$ cat src/rtl/frame_tx_1101_pkg.sv
// Shared frame constants (also consumed by the receive-side 1101 detectors)
// and the transmitter's state type and counter-width helper.
`ifndef FRAME_TX_1101_DEFS
`define FRAME_TX_1101_DEFS
`define FT1101_PREAMBLE 4'b1101
`define FT1101_PRE_LEN  4
`define FT1101_STATE_W  3
`define FT1101_S_IDLE   3'b000
`define FT1101_S_PRE    3'b001
`define FT1101_S_DATA   3'b010
`define FT1101_S_PAR    3'b100
`endif

package frame_tx_1101_pkg;

    localparam int PRE_LEN = `FT1101_PRE_LEN;

    typedef enum logic [`FT1101_STATE_W-1:0] {
        S_IDLE = `FT1101_S_IDLE,
        S_PRE  = `FT1101_S_PRE,
        S_DATA = `FT1101_S_DATA,
        S_PAR  = `FT1101_S_PAR
    } state_t;

    // Counter must hold the largest reload value: PRE_LEN-1 or DATA_W-1.
    function automatic int cnt_width(input int data_w);
        int m;
        m = (data_w > PRE_LEN) ? data_w : PRE_LEN;
        return (m > 2) ? $clog2(m) : 1;
    endfunction

endpackage

$ cat src/rtl/frame_tx_1101_bit_counter.sv
// Loadable down-counter; tc flags the last cycle of the current state.
module frame_tx_1101_bit_counter #(
    parameter int W = 3
) (
    input  logic         clock,
    input  logic         reset,
    input  logic         load,
    input  logic         en,
    input  logic [W-1:0] load_val,
    output logic         tc
);

    logic [W-1:0] count;

    always_ff @(posedge clock) begin
        if (reset) begin
            count <= '0;
        end else if (load) begin
            count <= load_val;
        end else if (en && (count != '0)) begin
            count <= count - 1'b1;
        end
    end

    assign tc = (count == '0);

endmodule

$ cat src/rtl/frame_tx_1101.sv
// Serial frame transmitter: preamble, MSB-first payload, even parity bit.
// Moore FSM with registered sout/busy/done.
module frame_tx_1101
    import frame_tx_1101_pkg::*;
#(
    parameter int                 DATA_W   = 8,
    parameter logic [PRE_LEN-1:0] PREAMBLE = `FT1101_PREAMBLE
) (
    input  logic              clock,
    input  logic              reset,
    input  logic              start,
    input  logic [DATA_W-1:0] data,
    output logic              sout,
    output logic              busy,
    output logic              done
);

    localparam int CW = cnt_width(DATA_W);
    // The first preamble bit goes straight to sout on accept, so only the rest is shifted.
    localparam int SW = PRE_LEN - 1 + DATA_W;

    state_t          state;
    state_t          state_nxt;
    logic [SW-1:0]   shreg;
    logic            par_q;
    logic            tc;
    logic            cnt_load;
    logic            cnt_en;
    logic [CW-1:0]   cnt_val;
    logic            sout_d;
    logic            busy_d;
    logic            done_d;

    frame_tx_1101_bit_counter #(.W(CW)) u_bit_counter (
        .clock    (clock),
        .reset    (reset),
        .load     (cnt_load),
        .en       (cnt_en),
        .load_val (cnt_val),
        .tc       (tc)
    );

    always_ff @(posedge clock) begin
        if (reset) begin
            state <= S_IDLE;
        end else begin
            state <= state_nxt;
        end
    end

    always_comb begin
        state_nxt = S_IDLE;
        cnt_load  = 1'b0;
        cnt_en    = 1'b0;
        cnt_val   = '0;
        case (state)
            S_IDLE: begin
                if (start) begin
                    state_nxt = S_PRE;
                    cnt_load  = 1'b1;
                    cnt_val   = CW'(PRE_LEN - 1);
                end
            end
            S_PRE: begin
                if (tc) begin
                    state_nxt = S_DATA;
                    cnt_load  = 1'b1;
                    cnt_val   = CW'(DATA_W - 1);
                end else begin
                    state_nxt = S_PRE;
                    cnt_en    = 1'b1;
                end
            end
            S_DATA: begin
                if (tc) begin
                    state_nxt = S_PAR;
                    cnt_load  = 1'b1;
                end else begin
                    state_nxt = S_DATA;
                    cnt_en    = 1'b1;
                end
            end
            S_PAR:   state_nxt = S_IDLE;
            default: state_nxt = S_IDLE;
        endcase
    end

    // Values the outputs take in the state being entered.
    always_comb begin
        sout_d = 1'b0;
        busy_d = 1'b0;
        done_d = 1'b0;
        case (state)
            S_IDLE: begin
                if (start) begin
                    sout_d = PREAMBLE[PRE_LEN-1];
                    busy_d = 1'b1;
                end
            end
            S_PRE: begin
                sout_d = shreg[SW-1];
                busy_d = 1'b1;
            end
            S_DATA: begin
                sout_d = tc ? par_q : shreg[SW-1];
                busy_d = 1'b1;
            end
            S_PAR:   done_d = 1'b1;
            default: ;
        endcase
    end

    always_ff @(posedge clock) begin
        if (reset) begin
            sout <= 1'b0;
            busy <= 1'b0;
            done <= 1'b0;
        end else begin
            sout <= sout_d;
            busy <= busy_d;
            done <= done_d;
        end
    end

    always_ff @(posedge clock) begin
        if (reset) begin
            shreg <= '0;
            par_q <= 1'b0;
        end else if ((state == S_IDLE) && start) begin
            shreg <= {PREAMBLE[PRE_LEN-2:0], data};
            par_q <= ^data;
        end else if ((state == S_PRE) || (state == S_DATA)) begin
            shreg <= {shreg[SW-2:0], 1'b0};
        end
    end

endmodule

$ cat config.mk
export PLATFORM = sky130hd
export DESIGN_NAME = frame_tx_1101
export DESIGN_NICKNAME = d
export VERILOG_FILES = /design/src/rtl/frame_tx_1101_pkg.sv /design/src/rtl/frame_tx_1101_bit_counter.sv /design/src/rtl/frame_tx_1101.sv
export SDC_FILE = /design/constraint.sdc
export NUM_CORES = 1
export LEC_CHECK = 0
export ABC_AREA = 0
export CAP_MARGIN = 20
export CORE_UTILIZATION = 53
export CTS_CLUSTER_DIAMETER = 100
export DETAILED_ROUTE_END_ITERATION = 10
export DONT_BUFFER_PORTS = 1
export PLACE_DENSITY = 0.68
export SKIP_CTS_REPAIR_TIMING = 1
export SLEW_MARGIN = 10
export SYNTH_ARGS = -nofsm -noshare
export SYNTH_HDL_FRONTEND = slang
export SYNTH_HIERARCHICAL = 1
export SYNTH_SLANG_ARGS = --single-unit
$ cat constraint.sdc
create_clock -name clock -period 2.76 [get_ports clock]
set_clock_uncertainty 0.2 [all_clocks]
set_input_delay 0.552 -clock clock [delete_from_list [all_inputs] [get_ports clock]]
set_output_delay 0.552 -clock clock [all_outputs]
set_load 0.02 [all_outputs]
# Yosys cells after proc, flatten, opt, wreduce, memory -nomap -nowiden
# Index checks and enable logic that the tools add are counted.
# W data, S select, Z words.
[classes] add_sub_neg=1 multipliers=0 div=0 n_lt_le_gt_ge=0 n_eq_ne=3 n_shift=0 n_mux=20 n_bitwise=0 n_reduce_logical=11
[ops] cell="$mux W11" count=2
[ops] cell="$mux W3" count=4
[ops] cell="$pmux W3 S3" count=1
[ops] cell="$reduce_xor A8 Y1" count=1
[ops] cell="$mux W1" count=7
[ops] cell="$logic_not A3 Y1" count=2
[ops] cell="$pmux W3 S2" count=1
[ops] cell="$mux W2" count=2
[ops] cell="$pmux W1 S2" count=2
[ops] cell="$reduce_bool A2 Y1" count=2
[ops] cell="$reduce_or A2 Y1" count=2
[ops] cell="$eq A3 B1 Y1 const B" count=1
[ops] cell="$eq A3 B2 Y1 const B" count=1
[ops] cell="$eq A3 B3 Y1 const B" count=1
[ops] cell="$pmux W1 S3" count=1
[ops] cell="$reduce_bool A3 Y1" count=1
[ops] cell="$sub A3 B1 Y3 const B" count=1
[ops] cell="$logic_and A1 B1 Y1" count=2
[ops] cell="$logic_or A1 B1 Y1" count=1
[totals] reg_bits=21 latch_bits=0 ram_bits=0 rom_bits=0 inputBits=11 output_inout_bits=3 word_cells=43 memories=0

# Depth between registers and ports, before layout
[depth] depth_word=6 ltp_mapped=9 depth_no_buf=9

# By module
# The synthesis kept the hierarchy.
[modules_own_cells] module="frame_tx_1101" n_inst=1 cells_each=98 area_per_inst_um2=873.3 seq_area_each_um2=360.3
[modules_own_cells] module="frame_tx_1101_bit_counter" n_inst=1 cells_each=21 area_per_inst_um2=182.7 seq_area_each_um2=60.1

# Worst setup path after synthesis
# No wires, ideal clock.
[synth_timing] path_type="register -> register" from="register u_bit_counter.count[0]" to="register u_bit_counter.count[1]" setup_time_ns=0.074 arrival_time_ns=1.655 required_time_ns=2.486 setup_slack_ns=0.831 path_stages_with_launch=9 n_path_buf=0 period_less_slack_ns=1.929 cell_sequence="dfxtp_1 inv_1 ha_1 ha_1 nand2_1 a21o_1 a21oi_1 or3_1 a31oi_1"
[synth_via] word_cells_on_any_way=13 classes_between="add/sub (1); mux (8); reduce/logical (4)"
[synth_rtl] element="start, declared" line="frame_tx_1101_bit_counter.sv:13" source="logic [W-1:0] count;"
[synth_rtl] element="start signal, assigned" line="frame_tx_1101_bit_counter.sv:19" source="count <= load_val;"
[synth_rtl] element="start signal, assigned" line="frame_tx_1101_bit_counter.sv:21" source="count <= count - 1'b1;"
[synth_rtl] element="$logic_not A3 Y1 (*)" line="frame_tx_1101_bit_counter.sv:25" source="assign tc = (count == '0);"
[synth_rtl] element="net tc" line="frame_tx_1101.sv:26" source="logic tc;"
[synth_rtl] element="$mux W1 (*)" line="frame_tx_1101.sv:65, frame_tx_1101.sv:75"
[synth_rtl] element="$pmux W1 S2 (*)" line="frame_tx_1101.sv:56" source="case (state)"
[synth_rtl] element="net cnt_load" line="frame_tx_1101.sv:27" source="logic cnt_load;"
[synth_rtl] element="$mux W3 or $reduce_bool A2 Y1 (tied branches)"
# Mark *: on every way through the listed nets, which the timed path passes. The rest lies on a longest branch. The select of a mux whose other input is x is not followed.
# A chain may end at the register's enable or synchronous reset.

# Worst setup path in the final report
# Ends and elaborated chain as after synthesis.

==> results.py <==
metrics = {
    "logic_synthesis": {
        "synth.area.top_cells": "dfxtp_1, a311oi_2, xnor2_1, nand2_1, a21oi_1",
        "synth.area.mux_share": 0.009479,
        "synthAdderAreaFrac": 0.02370,
        "synth.top_cell.area_share": 0.3981,
        "synth_cell_types": 32,
        "synth_compound_area_frac": 0.1991,
        "synth_seq_cells": 21,
        "synth_fp_nets": 132,
        "yosys_warnings": 6,
        "synthCells": 119,
        "seq_area_frac_synth": 0.3981,
        "netlist_area_sq_um": 1056,
        "synth-simple-area-share": 0.2512,
        "yosysTopAreaCell": "dfxtp_1",
        "synth_top_family_by_area": "simple AND/OR/NAND/NOR gates",
        "synth_xor_area_frac": 0.06635,
        "syn_avg_cell_area_sq_um": 8.874,
    },
    "power_and_ir_drop": {
        "power.switching_uw": 410.9,
        "seqPwrFrac": 0.443,
        "internal_power_uw": 637.7,
        "leakage_uw": 0.0003765,
        "power_density_nw_per_um2": 975.6,
        "ir_drop_v": 0.0005514,
        "swShare": 0.3919,
        "pwr-share-clk": 0.138,
        "combPwrFrac": 0.419,
    },
    "final_layout": {
        "final_nets": 130,
        "n_antenna_cell": 0,
        "drive_above_1_share": 0.1207,
        "final_area_sq_um": 1075,
        "syn2layout_area_growth_pct": 1.777,
    },
    "critical_path": {
        "criticalPathCategory": "reg -> reg",
        "crit_chain": "inv_1 > ha_1 > ha_1 > nand2_1 > a21o_1 > a21oi_1 > or3_1 > a31oi_1",
        "critical-path-slowest-cell": "or3_1",
        "cp-end-kind": "flop",
        "crit_required_ns": 2.79,
        "crit_top_cell": "ha_1",
        "cpPeakStageDelay_ns": 0.40,
        "start_kind": "flop",
        "reg2reg_depth": 8,
        "critPathMaxFanout": 8,
        "critPathArrivalTime_ns": 2.16,
    },
    "clocking": {
        "path_clk_slew_ns": 0.12,
        "cts.sinks": 21,
        "cts_tree": "yes",
        "root_buffer": "clkbuf_4",
        "clk_latency_ns": 0.30,
        "h-tree-depth": 1,
        "cts_buffer_depth": 2,
        "numCtsBuffers": 3,
    },
    "drt": {
        "via_per_inst": 5.674,
        "first_iter_violations": 3,
        "routed_wl_mm": 1.798,
        "num_vias": 800,
        "antenna_left": 0,
        "drt_pass1_iterations": 4,
        "drc": 0,
        "wire_per_inst_um": 12.75,
    },
    "die": {
        "dieArea_sq_um": 2175,
        "floorplan.die.width_um": 46.64,
        "num_rows": 15,
        "start_util": 0.5861,
        "die_h_um": 46.64,
        "num_io_pins": 14,
        "core_area_sq_um": 1802,
    },
    "sta": {
        "final_hold_viol_count": 0,
        "timing.slew.headroom": 0.6207,
        "max_clock_freq_mhz": 468.9,
        "slew_violations": 0,
        "min_period_over_period": 0.7726,
        "tns_ns": 0,
        "period_needed_ns": 2.132,
        "rsz0062_at_grt": "false",
        "setup_violations": 0,
        "tightest_slew_ns": 0.5690,
    },
    "hold_path": {
        "worstHoldPathType": "in -> reg",
        "min_path_cells": 1,
    },
    "status": {
        "status": "completed",
    },
    "global_routing": {
        "grt_pass1_vias": 728,
        "grt_util_met2": 0.3056,
        "grt_pass1_wl_mm": 3.098,
        "antenna_found_initial": 0,
        "grt_use_met3": 0.06275,
        "grt_max_degree": 22,
        "grtUsageTotal": 0.1994,
        "grt.overflow.total": 0,
        "met1_usage": 0.2697,
        "grt_most_used_layer": "met2",
    },
    "placement": {
        "place_area_sq_um": 1047,
        "place_congestion": 0.7698,
        "hpwl_mm": 1.223,
        "port_buffers": 0,
    },
    "job": {
        "cap_violations": 0,
    },
}
-- sequential cells by signal, indices dropped and copies added, names as in the netlist --
register	count
sout	1
done	1
shreg	11
u_bit_counter/count	3
busy	1
par_q	1
state	3
-- logic make-up after synthesis --
logic type / Yosys count
AND/OR/NAND/NOR: 50
buffers and inverters: 11
XOR/XNOR: 8
multiplexers: 1
flip-flops: 21
AO/OA/AOI/OAI: 26
adder cells (fa/ha/maj): 2
-- cell usage after synthesis --
cell	n
a31oi_1	2
o21ai_0	2
nand3b_1	3
clkbuf_1	3
nand2b_1	4
a311oi_2	5
a211oi_1	1
nand2b_4	2
mux2i_1	1
o22a_1	1
nor3_1	8
nor4b_1	1
nor3_2	1
buf_6	1
a22oi_1	2
a21oi_2	1
dfxtp_1	21
nand2_1	14
a21oi_1	8
buf_2	2
xnor2_1	8
buf_4	1
o21a_1	1
nor2_1	9
a2111oi_0	1
or3_1	3
a21o_1	1
nand3_1	4
nor4_1	1
a21o_2	1
ha_1	2
inv_1	4
-- cell type report --
type | count | area, sq um
well taps | 25 | 31.28
clock inverters | 1 | 5.005
inverters | 4 | 15.01
fillers | 172 | 726.9
flip-flops and latches | 21 | 420.4
clock buffers | 3 | 22.52
multi-input cells | 87 | 580.6
-- power by group through the flow --
stage	sequential (uW)	combinational, uW	clock (uW)
3_5_place_dp	470	444	0
3_3_place_gp	470	433	0
5_1_grt	478	506	162
6_report	465	439	145
4_1_cts	464	446	150
2_1_floorplan	445	413	0
-- routing by layer --
layer | wire length [um] | share of wire
met5 | 0 | 0
met4 | 13 | 0.0072
met3 | 60 | 0.033
met2 | 762 | 0.42
met1 | 962 | 0.54
-- per-stage QoR --
step / cells / total power [uW] / util / worst slack, ns / hold slack, ns
4_1_cts: 141 / 1060 / 0.5965 / 0.6112 / 0.08408
5_1_grt: 141 / 1145 / 0.5965 / 0.4143 / 0.07759
3_5_place_dp: 137 / 914.1 / 0.5813 / 0.6372 / 0.2551
6_report: 141 / 1049 / 0.5965 / 0.6275 / 0.09504
2_1_floorplan: 119 / 858.5 / - / 0.8312 / 0.2476
3_3_place_gp: 137 / 903.6 / 0.5813 / 0.6882 / 0.2539
-- worst max-delay path: cells and delay by family, from the launching register on --
family                   cells  cell delay, ns
AND/OR/NAND/NOR              2            0.57
adder cells (fa/ha/maj)      2            0.46
AO/OA/AOI/OAI                3            0.44
flip-flops                   1            0.36
buffers and inverters        1            0.05
-- final timing paths --
check                            to  slack [ns]                    from
min reg2reg                shreg[6]        0.27                shreg[6]
min          u_bit_counter/count[2]         0.1                   reset
max reg2reg  u_bit_counter/count[1]        0.63  u_bit_counter/count[0]
max          u_bit_counter/count[1]        0.63  u_bit_counter/count[0]
-- cell usage in the layout, fill, tap and decap left out, drive strengths merged, types with 4 or more instances in the layout --
cell type  Yosys  final
a21oi          9      9
dfxtp         21     21
nor3           9      9
a311oi         5      5
nand3          4      4
inv            4      4
nand2         14     14
xnor2          8      8
nor2           9      9
nand2b         6      6
Note: power is estimated with default switching activity, not from simulation.
